[src/rtl/srt_div_pkg.sv]
// ---------------------------------------------------------------------------
// srt_div_pkg
// Shared definitions for the RISC-V M-extension divide front-end:
//   - div_op_e    : request opcode encodings (DIV, DIVU, REM, REMU)
//   - div_state_e : controller FSM state encodings
//   - DIV_ZERO_Q  : quotient returned for a divide by zero (all ones)
//   - INT_MIN     : most negative signed value (0x80000000)
//   - neg_mod()   : two's-complement negation modulo 2^DATA_W
// ---------------------------------------------------------------------------
package srt_div_pkg;

   localparam int DATA_W = 32;

   typedef enum logic [1:0] {
      OP_DIV  = 2'b00,
      OP_DIVU = 2'b01,
      OP_REM  = 2'b10,
      OP_REMU = 2'b11
   } div_op_e;

   typedef enum logic [2:0] {
      ST_IDLE  = 3'd0,
      ST_START = 3'd1,
      ST_WAIT  = 3'd2,
      ST_RESP  = 3'd3,
      ST_DRAIN = 3'd4
   } div_state_e;

   localparam logic [DATA_W-1:0] DIV_ZERO_Q = 32'hFFFF_FFFF;
   localparam logic [DATA_W-1:0] INT_MIN    = 32'h8000_0000;

   // Negation wraps: INT_MIN negates to itself, which is the right
   // unsigned magnitude for the core.
   function automatic logic [DATA_W-1:0] neg_mod(input logic [DATA_W-1:0] x);
      return (~x) + 32'd1;
   endfunction

endpackage

[src/rtl/srt_div_sign_fix.sv]
// ---------------------------------------------------------------------------
// srt_div_sign_fix
// Combinational sign handling shared by both ends of a divide.
//   fix_mode=0 : val_a/val_b are the request operands. Produces operand
//                magnitudes, result sign flags, the special-case flag and,
//                in sel_data, the op-selected special-case result.
//   fix_mode=1 : val_a/val_b are the core quotient/remainder. sel_data is
//                the op-selected value negated per neg_q_in/neg_r_in.
// Ports:
//   op                 opcode, selects signedness and quotient/remainder
//   neg_q_in, neg_r_in stored sign flags (used in fix_mode=1)
//   abs_a, abs_b       operand magnitudes
//   neg_q, neg_r       sign flags derived from the operands
//   special            operands resolve without the core (fix_mode=0 only)
//   sel_data           selected result value
// ---------------------------------------------------------------------------
module srt_div_sign_fix
   import srt_div_pkg::*;
(
   input  logic              fix_mode,
   input  div_op_e           op,
   input  logic [DATA_W-1:0] val_a,
   input  logic [DATA_W-1:0] val_b,
   input  logic              neg_q_in,
   input  logic              neg_r_in,
   output logic [DATA_W-1:0] abs_a,
   output logic [DATA_W-1:0] abs_b,
   output logic              neg_q,
   output logic              neg_r,
   output logic              special,
   output logic [DATA_W-1:0] sel_data
);

   logic              is_signed_s;
   logic              is_rem_s;
   logic              b_zero_s;
   logic              a_zero_s;
   logic              ovf_s;
   logic [DATA_W-1:0] sp_q_s;
   logic [DATA_W-1:0] sp_r_s;
   logic [DATA_W-1:0] fix_q_s;
   logic [DATA_W-1:0] fix_r_s;

   // Op decode, magnitudes, special-case detection and result selection.
   always_comb begin
      is_signed_s = 1'b0;
      is_rem_s    = 1'b0;
      case (op)
         OP_DIV:  begin is_signed_s = 1'b1; is_rem_s = 1'b0; end
         OP_DIVU: begin is_signed_s = 1'b0; is_rem_s = 1'b0; end
         OP_REM:  begin is_signed_s = 1'b1; is_rem_s = 1'b1; end
         OP_REMU: begin is_signed_s = 1'b0; is_rem_s = 1'b1; end
         default: begin is_signed_s = 1'b0; is_rem_s = 1'b0; end
      endcase

      abs_a = (is_signed_s && val_a[DATA_W-1]) ? neg_mod(val_a) : val_a;
      abs_b = (is_signed_s && val_b[DATA_W-1]) ? neg_mod(val_b) : val_b;
      neg_q = is_signed_s & (val_a[DATA_W-1] ^ val_b[DATA_W-1]);
      neg_r = is_signed_s & val_a[DATA_W-1];

      b_zero_s = (val_b == 32'h0000_0000);
      a_zero_s = (val_a == 32'h0000_0000);
      ovf_s    = is_signed_s && (val_a == INT_MIN) && (val_b == DIV_ZERO_Q);

      // Divide-by-zero wins over the other cases (0/0 still yields all ones).
      if (b_zero_s) begin
         sp_q_s = DIV_ZERO_Q;
         sp_r_s = val_a;
      end else if (ovf_s) begin
         sp_q_s = INT_MIN;
         sp_r_s = 32'h0000_0000;
      end else begin
         sp_q_s = 32'h0000_0000;
         sp_r_s = 32'h0000_0000;
      end

      special = ~fix_mode & (b_zero_s | ovf_s | a_zero_s);

      fix_q_s = neg_q_in ? neg_mod(val_a) : val_a;
      fix_r_s = neg_r_in ? neg_mod(val_b) : val_b;

      if (fix_mode) begin
         sel_data = is_rem_s ? fix_r_s : fix_q_s;
      end else begin
         sel_data = is_rem_s ? sp_r_s : sp_q_s;
      end
   end

endmodule

[src/rtl/srt_div_ctrl.sv]
// ---------------------------------------------------------------------------
// srt_div_ctrl
// Divide front-end between execute-stage issue and an unsigned SRT core.
// Accepts DIV/DIVU/REM/REMU, resolves divide-by-zero, signed overflow and
// zero dividend locally, otherwise runs the core start/finish protocol and
// sign-corrects the result. One result is returned per request.
// Ports:
//   req_*                 request handshake (req_ready only in IDLE, not
//                         while flush is high)
//   resp_*                response handshake, resp_data held until taken
//   flush                 kill in-flight request; result discarded
//   busy                  controller not idle
//   core_start            one-cycle start pulse to the core
//   core_dividend/divisor operand magnitudes, held while the core runs
//   core_quotient/reminder core results, sampled only on finish
//   core_finish/core_error core completion (error treated as finish)
// ---------------------------------------------------------------------------
module srt_div_ctrl
   import srt_div_pkg::*;
#(
   parameter int DW = DATA_W
)(
   input  logic          clk,
   input  logic          rst,
   input  logic          flush,
   input  logic          req_valid,
   output logic          req_ready,
   input  logic [1:0]    req_op,
   input  logic [DW-1:0] req_a,
   input  logic [DW-1:0] req_b,
   output logic          resp_valid,
   input  logic          resp_ready,
   output logic [DW-1:0] resp_data,
   output logic          busy,
   output logic          core_start,
   output logic [DW-1:0] core_dividend,
   output logic [DW-1:0] core_divisor,
   input  logic [DW-1:0] core_quotient,
   input  logic [DW-1:0] core_reminder,
   input  logic          core_finish,
   input  logic          core_error
);

   div_state_e    state_q,      state_d;
   div_op_e       op_q,         op_d;
   logic          neg_quo_q,    neg_quo_d;
   logic          neg_rem_q,    neg_rem_d;
   logic [DW-1:0] dividend_q,   dividend_d;
   logic [DW-1:0] divisor_q,    divisor_d;
   logic          resp_valid_q, resp_valid_d;
   logic [DW-1:0] resp_data_q,  resp_data_d;
   logic          core_start_q, core_start_d;

   logic          fix_mode_s;
   div_op_e       sf_op_s;
   logic [DW-1:0] sf_a_s;
   logic [DW-1:0] sf_b_s;
   logic [DW-1:0] abs_a_s;
   logic [DW-1:0] abs_b_s;
   logic          neg_q_s;
   logic          neg_r_s;
   logic          special_s;
   logic [DW-1:0] sel_data_s;
   logic          done_s;
   logic          accept_s;

   // One sign-fix instance: decodes the request in IDLE, corrects the core
   // result in WAIT. The two uses never overlap in time.
   assign fix_mode_s = (state_q == ST_WAIT);
   assign sf_op_s    = fix_mode_s ? op_q          : div_op_e'(req_op);
   assign sf_a_s     = fix_mode_s ? core_quotient : req_a;
   assign sf_b_s     = fix_mode_s ? core_reminder : req_b;

   srt_div_sign_fix u_sign_fix (
      .fix_mode (fix_mode_s),
      .op       (sf_op_s),
      .val_a    (sf_a_s),
      .val_b    (sf_b_s),
      .neg_q_in (neg_quo_q),
      .neg_r_in (neg_rem_q),
      .abs_a    (abs_a_s),
      .abs_b    (abs_b_s),
      .neg_q    (neg_q_s),
      .neg_r    (neg_r_s),
      .special  (special_s),
      .sel_data (sel_data_s)
   );

   assign done_s        = core_finish | core_error;
   assign req_ready     = (state_q == ST_IDLE) & ~flush;
   assign accept_s      = req_valid & req_ready;
   assign busy          = (state_q != ST_IDLE);
   assign resp_valid    = resp_valid_q;
   assign resp_data     = resp_data_q;
   assign core_start    = core_start_q;
   assign core_dividend = dividend_q;
   assign core_divisor  = divisor_q;

   // Next-state, operand capture and result capture.
   always_comb begin
      state_d      = state_q;
      op_d         = op_q;
      neg_quo_d    = neg_quo_q;
      neg_rem_d    = neg_rem_q;
      dividend_d   = dividend_q;
      divisor_d    = divisor_q;
      resp_valid_d = resp_valid_q;
      resp_data_d  = resp_data_q;
      core_start_d = 1'b0;

      case (state_q)
         ST_IDLE: begin
            if (accept_s) begin
               op_d      = div_op_e'(req_op);
               neg_quo_d = neg_q_s;
               neg_rem_d = neg_r_s;
               if (special_s) begin
                  resp_data_d  = sel_data_s;
                  resp_valid_d = 1'b1;
                  state_d      = ST_RESP;
               end else begin
                  dividend_d   = abs_a_s;
                  divisor_d    = abs_b_s;
                  core_start_d = 1'b1;
                  state_d      = ST_START;
               end
            end else begin
               state_d = ST_IDLE;
            end
         end
         ST_START: begin
            // The core was started this cycle, so a flush must still drain it.
            if (flush) begin
               state_d = ST_DRAIN;
            end else begin
               state_d = ST_WAIT;
            end
         end
         ST_WAIT: begin
            if (done_s) begin
               if (flush) begin
                  state_d = ST_IDLE;
               end else begin
                  resp_data_d  = sel_data_s;
                  resp_valid_d = 1'b1;
                  state_d      = ST_RESP;
               end
            end else if (flush) begin
               state_d = ST_DRAIN;
            end else begin
               state_d = ST_WAIT;
            end
         end
         ST_RESP: begin
            if (resp_ready | flush) begin
               resp_valid_d = 1'b0;
               state_d      = ST_IDLE;
            end else begin
               state_d = ST_RESP;
            end
         end
         ST_DRAIN: begin
            if (done_s) begin
               state_d = ST_IDLE;
            end else begin
               state_d = ST_DRAIN;
            end
         end
         default: begin
            resp_valid_d = 1'b0;
            state_d      = ST_IDLE;
         end
      endcase
   end

   // State and datapath registers.
   always_ff @(posedge clk or posedge rst) begin
      if (rst) begin
         state_q      <= ST_IDLE;
         op_q         <= OP_DIV;
         neg_quo_q    <= 1'b0;
         neg_rem_q    <= 1'b0;
         dividend_q   <= 32'h0000_0000;
         divisor_q    <= 32'h0000_0000;
         resp_valid_q <= 1'b0;
         resp_data_q  <= 32'h0000_0000;
         core_start_q <= 1'b0;
      end else begin
         state_q      <= state_d;
         op_q         <= op_d;
         neg_quo_q    <= neg_quo_d;
         neg_rem_q    <= neg_rem_d;
         dividend_q   <= dividend_d;
         divisor_q    <= divisor_d;
         resp_valid_q <= resp_valid_d;
         resp_data_q  <= resp_data_d;
         core_start_q <= core_start_d;
      end
   end

endmodule

[config.mk]
export PLATFORM = sky130hd
export DESIGN_NAME = srt_div_ctrl
export DESIGN_NICKNAME = d
export VERILOG_FILES = /design/src/rtl/srt_div_pkg.sv /design/src/rtl/srt_div_sign_fix.sv /design/src/rtl/srt_div_ctrl.sv
export SDC_FILE = /design/constraint.sdc
export NUM_CORES = 1
export LEC_CHECK = 0
export CORE_UTILIZATION = 46
export CTS_CLUSTER_DIAMETER = 60
export DETAILED_ROUTE_END_ITERATION = 8
export PLACE_DENSITY = 0.85
export SYNTH_ARGS = -nofsm -noshare
export SYNTH_HDL_FRONTEND = slang
export SYNTH_SLANG_ARGS = --single-unit
[constraint.sdc]
create_clock -name clk -period 3.92 [get_ports clk]
set_input_delay 0.784 -clock clk [delete_from_list [all_inputs] [get_ports clk]]
set_output_delay 0.784 -clock clk [all_outputs]
set_load 0.005 [all_outputs]
==> report_table.html, run 1 <==
<table>
<tr><th>Metric</th><th>Value</th></tr>
<tr><th colspan="2">Status</th></tr>
<tr><td>Result of the run</td><td>finished clean</td></tr>
<tr><th colspan="2">STA</th></tr>
<tr><td>Pin slew with the least headroom to its limit</td><td>between 1 and 1.5 ns</td></tr>
<tr><td>Endpoints failing setup</td><td>0</td></tr>
<tr><td>Ratio of final minimum period to clock period</td><td>0.930</td></tr>
<tr><td>Clk_skew</td><td>0.00869 ns</td></tr>
<tr><td>Fin Hold WS</td><td>a little over 0.5 ns</td></tr>
<tr><td>RSZ-0062 raised after global routing</td><td>no</td></tr>
<tr><td>Slew Limit Headroom</td><td>0.132</td></tr>
<tr><td>Maximum achievable frequency</td><td>274 MHz</td></tr>
<tr><td>Total negative setup slack</td><td>0 ns</td></tr>
<tr><td>Post-route minimum period</td><td>about 3.6 ns</td></tr>
<tr><td>Final Hold Fails</td><td>0</td></tr>
<tr><td>Max-slew violation total from the final report</td><td>0</td></tr>
<tr><th colspan="2">Clock network</th></tr>
<tr><td>Clock-pin slew of the registers on the worst-case setup and hold paths</td><td>around 0.08 ns</td></tr>
<tr><td>Clock tree from TritonCTS</td><td>yes</td></tr>
<tr><td>Clock insertion delay at the later pin of the skew report</td><td>around 0.37 ns</td></tr>
<tr><td>Count of hold buffers inserted by post-cts repair</td><td>0</td></tr>
<tr><td>Number of buffers created by CTS</td><td>9</td></tr>
<tr><td>Buffer count from post-CTS setup fixing</td><td>0</td></tr>
<tr><td>Cts repair resizes</td><td>0</td></tr>
<tr><td>Number of H-tree branching levels</td><td>3</td></tr>
<tr><td>Clock sink count</td><td>105</td></tr>
<tr><td>Master cell of the clock root buffer</td><td>clkbuf_16</td></tr>
<tr><td>Clock Path Buffers</td><td>2</td></tr>
<tr><th colspan="2">Setup path</th></tr>
<tr><td>Critical path start-end classification</td><td>reg2reg</td></tr>
<tr><td>Cell chain of the critical path</td><td>or3b_4, mux2i_1, ha_2, nand4_1, a221o_1, nor3b_2, a22oi_2, nand3_4, buf_12, mux2_2</td></tr>
<tr><td>Crit Reg-Reg Endpoint</td><td>core_divisor[12]</td></tr>
<tr><td>Category of the worst setup path launch point</td><td>register</td></tr>
<tr><td>Flop-to-flop setup slack</td><td>between 0.2 and 0.3 ns</td></tr>
<tr><td>Max FO, Critical Path</td><td>34</td></tr>
<tr><td>Crit path launch</td><td>state_q[1]</td></tr>
<tr><td>R2r startpoint</td><td>state_q[1]</td></tr>
<tr><td>Largest stage delay on the critical path</td><td>roughly 0.54 ns</td></tr>
<tr><td>Cell with the biggest individual delay on the critical path</td><td>dfrtp_1</td></tr>
<tr><td>Critical Path End Type</td><td>register</td></tr>
<tr><td>CP Data Required Time</td><td>4.17 ns</td></tr>
<tr><td>Data arrival time of the critical path</td><td>roughly 4 ns</td></tr>
<tr><td>R2r worst-path depth</td><td>10</td></tr>
<tr><th colspan="2">Floorplanning</th></tr>
<tr><td>Row count</td><td>a little over 50</td></tr>
<tr><td>Die Footprint</td><td>about 21000 µm²</td></tr>
<tr><td>Top-level port count</td><td>approximately 240</td></tr>
<tr><td>Initial standard-cell utilization of the core</td><td>0.475</td></tr>
<tr><td>Core outline area</td><td>between 15000 and 20000 µm²</td></tr>
<tr><td>Chip height</td><td>between 100 and 150 µm</td></tr>
<tr><td>Width of the chip</td><td>between 100 and 150 µm</td></tr>
<tr><th colspan="2">Global route</th></tr>
<tr><td>Number of global-route vias before repair</td><td>approximately 9500</td></tr>
<tr><td>Busiest metal layer after global routing</td><td>met2</td></tr>
<tr><td>GR met1 Demand/Resource</td><td>0.516</td></tr>
<tr><td>Global-route wire length before repair</td><td>between 50000 and 60000 µm</td></tr>
<tr><td>Initial antenna violation count</td><td>0</td></tr>
<tr><td>Global-route track usage on met2</td><td>0.578</td></tr>
<tr><td>Met3 GRT Util</td><td>0.0684</td></tr>
<tr><td>Largest net degree at the start of global routing</td><td>72</td></tr>
<tr><td>Total routing usage reported by global routing</td><td>0.373</td></tr>
<tr><td>Remaining global-route overflow</td><td>0</td></tr>
<tr><th colspan="2">Logic synthesis</th></tr>
<tr><td>Dominant synthesized flop cell</td><td>dfrtp_1</td></tr>
<tr><td>Syn Inst Count</td><td>1057</td></tr>
<tr><td>Main area contributors after synthesis</td><td>dfrtp_1, mux2i_1, mux2_4</td></tr>
<tr><td>Sequential share of the synthesized area</td><td>0.280</td></tr>
<tr><td>Count of flip-flops with a built-in enable after synthesis</td><td>0</td></tr>
<tr><td>Post-synthesis area per instance</td><td>between 8 and 9 µm²</td></tr>
<tr><td>Yosys warning count</td><td>0</td></tr>
<tr><td>Net count after synthesis</td><td>1197</td></tr>
<tr><td>Synth area leader</td><td>dfrtp_1</td></tr>
<tr><td>Yosys top cell area share</td><td>0.280</td></tr>
<tr><td>Post-synth cell types</td><td>between 80 and 90</td></tr>
<tr><td>Netlist area before placement</td><td>about 9400 µm²</td></tr>
<tr><td>Async set or reset register ratio after synthesis</td><td>1.00</td></tr>
<tr><td>Flip-flop and latch count after synthesis</td><td>105</td></tr>
<tr><th colspan="2">Pwr</th></tr>
<tr><td>Switching power of the nets</td><td>2.18 mW</td></tr>
<tr><td>Tot Pwr</td><td>approximately 6.1 mW</td></tr>
<tr><td>Switching power as a share of total power</td><td>0.356</td></tr>
<tr><td>Seq pwr share</td><td>0.309</td></tr>
<tr><td>Comb power frac</td><td>0.530</td></tr>
<tr><td>Power per standard cell area</td><td>about 480 nW/µm²</td></tr>
<tr><td>Peak VDD IR</td><td>0.313 mV</td></tr>
<tr><td>Internal power contribution</td><td>3.94 mW</td></tr>
<tr><td>Static leakage power</td><td>between 5 and 6 nW</td></tr>
<tr><td>Clock power share</td><td>0.161</td></tr>
<tr><th colspan="2">Final layout</th></tr>
<tr><td>Post-route design area</td><td>between 10000 and 15000 µm²</td></tr>
<tr><td>Net count, final</td><td>1464</td></tr>
<tr><td>Post-layout utilization of the core</td><td>0.648</td></tr>
<tr><td>Signed area change from the synthesized netlist to the final layout</td><td>36.4%</td></tr>
<tr><td>Proportion of layout cells with a drive suffix above 1</td><td>0.160</td></tr>
<tr><th colspan="2">Routing</th></tr>
<tr><td>Overall via count from detail_route</td><td>9874</td></tr>
<tr><td>Routed WL per cell</td><td>approximately 24 µm</td></tr>
<tr><td>Final Routed Wirelength</td><td>around 38000 µm</td></tr>
<tr><td>Avg Vias per Cell</td><td>around 6.2</td></tr>
<tr><td>Detailed-route DRC error count</td><td>0</td></tr>
<tr><td>Starting DRC count in detailed routing</td><td>1104</td></tr>
<tr><td>ANT nets after route</td><td>0</td></tr>
<tr><td>Total iterations of the first detailed-routing run</td><td>6</td></tr>
<tr><th colspan="2">Min path</th></tr>
<tr><td>Number of cells on the worst hold path</td><td>1</td></tr>
<tr><td>Path type of the worst min-delay path</td><td>reg2reg</td></tr>
<tr><td>End of the worst hold path</td><td>core_divisor[1]</td></tr>
<tr><td>Hold_sp</td><td>core_divisor[1]</td></tr>
<tr><th colspan="2">Placed design</th></tr>
<tr><td>Count of buffers inserted at the top-level ports</td><td>between 200 and 250</td></tr>
<tr><td>HPWL after detailed placement</td><td>~30000 µm</td></tr>
<tr><td>Post-detailed-placement cell area</td><td>12500 µm²</td></tr>
<tr><td>Final estimated routing congestion in global placement</td><td>between 1 and 1.5</td></tr>
<tr><th colspan="2">Run</th></tr>
<tr><td>Max Cap Viol</td><td>0</td></tr>
</table>
==> layer usage <==
metal	vias up	wire length [µm]
met1	4774	16400
met5	-	0
met3	63	3600
met2	578	17300
li1	4459	-
met4	0	1070
==> synth_stat cells, drive strengths merged, types with 4 or more instances <==
cell / count
or2: 8
a31oi: 26
nor2: 80
nand3: 30
o21ai: 60
a221o: 4
clkbuf: 30
mux2i: 88
or4: 7
and4: 6
nor3: 51
nand3b: 4
a221oi: 4
inv: 20
o41ai: 6
mux2: 78
or3: 15
o22ai: 6
nand4b: 12
a211oi: 6
xnor2: 67
and2: 7
nand2b: 11
o21a: 6
nand4: 19
dfrtp: 105
and3: 9
nand2: 74
o31ai: 9
o211ai: 10
nor4: 13
nor3b: 6
xor2: 29
buf: 36
o2111ai: 5
a21oi: 53
a22oi: 11
o221ai: 5
==> worst max path at each step <==
stage	endpoint	slack [ns]	depth (start not counted)
2_1_floorplan	core_dividend[10]	0.01	19
3_3_place_gp	resp_data[27]	0.13	9
3_5_place_dp	resp_data[29]	0.11	8
4_1_cts	core_divisor[12]	0.32	10
5_1_grt	core_divisor[12]	0.1	10
6_report	core_divisor[12]	0.27	10
==> cell families after synthesis <==
logic type,Yosys count,share of synthesized area
and+or+nand+nor,362,0.203
muxes,166,0.207
DFF,105,0.280
AOI/OAI and AO/OA,238,0.169
adders and majority gates,3,0.00401
xor gates and xnor gates,96,0.0897
buffers and inverters,87,0.0475
==> final cells by class <==
type,instances,area [µm²]
diodes,1,2.50
well taps,265,332
multi-input cells,865,6320
inverters,21,81.3
repair buffers,322,3110
flip-flops and latches,105,2630
clock buffers,9,225
clock inverters,7,87.6
fillers,1621,6940
==> power groups by stage <==
| stage | Clock (mW) | Combinational, mW | Sequential, mW |
|---|---|---|---|
| after floorplan | 0 | 1.52 | 1.86 |
| after global placement | 0 | 3.16 | 1.89 |
| after detailed placement | 0 | 3.21 | 1.89 |
| after CTS | 0.999 | 3.22 | 1.89 |
| after global routing | 1.03 | 3.47 | 1.95 |
| final | 0.987 | 3.24 | 1.89 |
==> layout by cell type (no fill, tap or decap), types with 10 or more instances in the layout <==
master,Yosys,routed
or3_1,15,15
mux2_4,46,46
a21oi_1,52,52
nor2_1,79,79
mux2_2,32,32
dfrtp_1,105,105
inv_1,20,19
nand2b_1,11,11
o21ai_0,59,59
xnor2_1,67,67
nand4b_1,12,12
mux2i_1,87,87
clkdlybuf4s50_1,0,236
a31oi_1,26,26
nor3_1,51,51
buf_4,5,78
nand4_1,19,19
o211ai_1,10,10
nor4_1,13,13
xor2_1,29,29
nand3_1,29,28
nand2_1,74,74
==> critical path: cells and delay by family (launching register included) <==
| family | cells | cell delay (ns) |
|---|---|---|
| AND/OR/NAND/NOR | 4 | 1.15 |
| buffers and inverters | 1 | 0.23 |
| adder cells (fa/ha/maj) | 1 | 0.31 |
| AO/OA/AOI/OAI | 2 | 0.58 |
| multiplexers | 2 | 0.69 |
| flip-flops | 1 | 0.54 |
==> through the flow <==
step	cells	setup WS [ns]
after global placement	1578	0.133
after floorplan	1057	0.0143
after global routing	1594	0.0982
final	1595	0.274
after CTS	1594	0.322
after detailed placement	1578	0.109
==> sequential cells by signal, summed over array words and instances, names as in the netlist <==
register       flops
core_dividend     32
op_q               2
resp_valid         1
neg_rem_q          1
core_divisor      32
state_q            3
neg_quo_q          1
core_start         1
resp_data         32
No activity file was read; power rests on OpenSTA's default activity.
==> run 2, diff against run 1 <==
CORE_ASPECT_RATIO = 1.25   (was default)
CORE_UTILIZATION = 36   (was 46)
PLACE_DENSITY = 0.7   (was 0.85)
SKIP_LAST_GASP = 1   (was default)
==> report_table.html, run 2 (synthesis results as in run 1) <==
<table>
<tr><th>Metric</th><th>Value</th></tr>
<tr><th colspan="2">Status</th></tr>
<tr><td>Result of the run</td><td>finished clean</td></tr>
<tr><th colspan="2">Pwr</th></tr>
<tr><td>Static leakage power</td><td>5.19 nW (-0.66%)</td></tr>
<tr><td>Power per standard cell area</td><td>472 nW/µm² (-1.5%)</td></tr>
<tr><td>Peak VDD IR</td><td>0.281 mV (-10%)</td></tr>
<tr><th colspan="2">Global route</th></tr>
<tr><td>Largest net degree at the start of global routing</td><td>72 (unchanged)</td></tr>
<tr><td>Remaining global-route overflow</td><td>0 (unchanged)</td></tr>
<tr><td>Initial antenna violation count</td><td>2 (+2)</td></tr>
<tr><td>Total routing usage reported by global routing</td><td>0.297 (-0.0754)</td></tr>
<tr><td>Global-route wire length before repair</td><td>60000 µm (+4.4%)</td></tr>
<tr><td>Number of global-route vias before repair</td><td>9790 (+3.3%)</td></tr>
<tr><th colspan="2">Clock network</th></tr>
<tr><td>Number of buffers created by CTS</td><td>9 (unchanged)</td></tr>
<tr><td>Cts repair resizes</td><td>0 (unchanged)</td></tr>
<tr><td>Count of hold buffers inserted by post-cts repair</td><td>0 (unchanged)</td></tr>
<tr><td>Clock-pin slew of the registers on the worst-case setup and hold paths</td><td>0.08 ns (about the same)</td></tr>
<tr><td>Buffer count from post-CTS setup fixing</td><td>0 (unchanged)</td></tr>
<tr><td>Clock insertion delay at the later pin of the skew report</td><td>0.37 ns (about the same)</td></tr>
<tr><td>Clock Path Buffers</td><td>2 (unchanged)</td></tr>
<tr><td>Number of H-tree branching levels</td><td>3 (unchanged)</td></tr>
<tr><td>Clock sink count</td><td>105 (unchanged)</td></tr>
<tr><td>Master cell of the clock root buffer</td><td>clkbuf_16</td></tr>
<tr><td>Clock tree from TritonCTS</td><td>yes</td></tr>
<tr><th colspan="2">Routing</th></tr>
<tr><td>Final Routed Wirelength</td><td>39700 µm (+3.6%)</td></tr>
<tr><td>Routed WL per cell</td><td>23.9 µm (-0.51%)</td></tr>
<tr><td>ANT nets after route</td><td>0 (unchanged)</td></tr>
<tr><td>Overall via count from detail_route</td><td>9865 (-0.091%)</td></tr>
<tr><td>Avg Vias per Cell</td><td>5.94 (-4.1%)</td></tr>
<tr><td>Starting DRC count in detailed routing</td><td>889 (-19%)</td></tr>
<tr><td>Total iterations of the first detailed-routing run</td><td>5 (-1)</td></tr>
<tr><td>Detailed-route DRC error count</td><td>0 (unchanged)</td></tr>
<tr><th colspan="2">Setup path</th></tr>
<tr><td>Crit path launch</td><td>state_q[2]</td></tr>
<tr><td>Critical Path End Type</td><td>register</td></tr>
<tr><td>Flop-to-flop setup slack</td><td>0.26 ns (about the same)</td></tr>
<tr><td>Cell with the biggest individual delay on the critical path</td><td>or3b_4</td></tr>
<tr><td>Largest stage delay on the critical path</td><td>0.51 ns (-0.03 ns)</td></tr>
<tr><td>Cell chain of the critical path</td><td>or3b_4, buf_12, mux2i_1, ha_1, o221ai_2, a21oi_2, a22oi_2, nand3_4, buf_12, mux2_2</td></tr>
<tr><td>Max FO, Critical Path</td><td>71 (+110%)</td></tr>
<tr><td>R2r startpoint</td><td>state_q[2]</td></tr>
<tr><td>Top cell by count, worst path</td><td>buf_12</td></tr>
<tr><td>Category of cells accounting for the largest share of critical-path delay</td><td>compound AO/OA/AOI/OAI gates</td></tr>
<tr><td>Buf+Inv Stages, Crit Path</td><td>2 (+1)</td></tr>
<tr><td>Category of the worst setup path launch point</td><td>register</td></tr>
<tr><td>Data arrival time of the critical path</td><td>3.91 ns (about the same)</td></tr>
<tr><td>Critical path start-end classification</td><td>reg2reg</td></tr>
<tr><td>CP Data Required Time</td><td>4.17 ns (about the same)</td></tr>
<tr><th colspan="2">Floorplanning</th></tr>
<tr><td>Top-level port count</td><td>237 (unchanged)</td></tr>
<tr><td>Chip height</td><td>182 µm (+26%)</td></tr>
<tr><td>Row count</td><td>65 (+27%)</td></tr>
<tr><td>Core outline area</td><td>25400 µm² (+29%)</td></tr>
<tr><td>Width of the chip</td><td>146 µm (+1.1%)</td></tr>
<tr><td>Die Footprint</td><td>26700 µm² (+27%)</td></tr>
<tr><td>Initial standard-cell utilization of the core</td><td>0.369 (-0.106)</td></tr>
<tr><th colspan="2">Final layout</th></tr>
<tr><td>Commonest cells after routing, fill and taps aside</td><td>clkdlybuf4s50_1, dfrtp_1, mux2i_1, nor2_1, buf_4</td></tr>
<tr><td>Filler cell count in the final layout</td><td>2426 (+50%)</td></tr>
<tr><td>Post-layout utilization of the core</td><td>0.504 (-0.144)</td></tr>
<tr><td>Most common cell after layout, fill and taps aside</td><td>clkdlybuf4s50_1</td></tr>
<tr><td>Area of the multi-input gates</td><td>6320 µm² (unchanged)</td></tr>
<tr><td>Signed area change from the synthesized netlist to the final layout</td><td>36.6%</td></tr>
<tr><td>Combined flip-flop and latch cell area</td><td>2630 µm² (unchanged)</td></tr>
<tr><td>Diodes inserted</td><td>0 (-1)</td></tr>
<tr><td>Net count, final</td><td>1461 (-0.20%)</td></tr>
<tr><td>Proportion of layout cells with a drive suffix above 1</td><td>0.158 (-0.00190)</td></tr>
<tr><td>Post-route design area</td><td>12800 µm² (+0.14%)</td></tr>
<tr><th colspan="2">Placed design</th></tr>
<tr><td>HPWL after detailed placement</td><td>31600 µm (+5.7%)</td></tr>
<tr><td>Post-detailed-placement cell area</td><td>12500 µm² (+0.42%)</td></tr>
<tr><td>Pre-CTS setup slack</td><td>0.0713 ns (-0.0381 ns)</td></tr>
<tr><td>Final estimated routing congestion in global placement</td><td>1.00 (-3.3%)</td></tr>
<tr><td>Count of buffers inserted at the top-level ports</td><td>236 (unchanged)</td></tr>
<tr><th colspan="2">Min path</th></tr>
<tr><td>Path type of the worst min-delay path</td><td>reg2reg</td></tr>
<tr><td>Hold_sp</td><td>core_divisor[1]</td></tr>
<tr><th colspan="2">STA</th></tr>
<tr><td>Total negative setup slack</td><td>0 ns (unchanged)</td></tr>
<tr><td>Clk_skew</td><td>0.0105 ns (+0.00183 ns)</td></tr>
<tr><td>Max-slew violation total from the final report</td><td>0 (unchanged)</td></tr>
<tr><td>Pin slew with the least headroom to its limit</td><td>1.11 ns (-0.193 ns)</td></tr>
<tr><td>Final Hold Fails</td><td>0 (unchanged)</td></tr>
<tr><td>Maximum achievable frequency</td><td>273 MHz (-0.40%)</td></tr>
<tr><td>Setup ws final</td><td>0.259 ns (-0.0145 ns)</td></tr>
<tr><td>RSZ-0062 raised after global routing</td><td>no</td></tr>
<tr><td>Post-route minimum period</td><td>3.66 ns (+0.0145 ns)</td></tr>
<tr><td>Endpoints failing setup</td><td>0 (unchanged)</td></tr>
<tr><td>Slew Limit Headroom</td><td>0.261 (+0.128)</td></tr>
<tr><td>Ratio of final minimum period to clock period</td><td>0.934 (+0.00370)</td></tr>
<tr><th colspan="2">Run</th></tr>
<tr><td>Max Cap Viol</td><td>0 (unchanged)</td></tr>
</table>
## run 2: cell types whose count changed in the layout (fill, tap and decap cells not counted)
cell       previous run  this run
buf_12                8         7
diode_2               1         0
buf_4                78        76
clkinv_8              1         0
inv_6                 2         0
clkinv_4              0         3
bufinv_16             1         0
clkinv_2              1         2
## run 2: path summary, 6_finish.rpt
kind,cells after the start,to
setup / recovery,10,core_dividend[30]
hold / removal,1,core_divisor[1]
setup reg to reg,10,core_dividend[30]
hold reg to reg,1,core_divisor[1]
max in group asynchronous,3,resp_data[28]
min in group asynchronous,2,core_divisor[20]
## run 2: cell type report
type	count	share of cell area
clock inverter	7	0.00430
inverter	21	0.00635
sequential	105	0.205
tap	335	0.0328
multi-input combinational	865	0.494
timing repair buffer	319	0.240
clock buffer	9	0.0176
## run 2: through the flow
| step | hold WS, ns | power, mW | instances |
|---|---|---|---|
| 4_1_cts | 0.508 | 6.04 | 1661 |
| 5_1_grt | 0.528 | 6.34 | 1661 |
| 3_5_place_dp | 0.485 | 5.12 | 1645 |
| 6_report | 0.511 | 6.04 | 1661 |
| 3_3_place_gp | 0.483 | 5.09 | 1645 |
| 2_1_floorplan | 0.489 | 3.38 | 1057 |
## run 2: report_power, final
part / internal [mW] / switching (mW)
clock network: 0.438 / 0.472
logic: 1.86 / 1.34
registers: 1.56 / 0.365
## run 2: per-layer routing
| metal | global-route usage | up-vias | part of all wire |
|---|---|---|---|
| met1 | 0.350 | 4765 | 0.38 |
| met4 | 0.163 | 4 | 0.055 |
| met3 | 0.0565 | 116 | 0.075 |
| met2 | 0.508 | 529 | 0.49 |
| li1 | - | 4451 | - |
| met5 | 0 | - | 0.00060 |
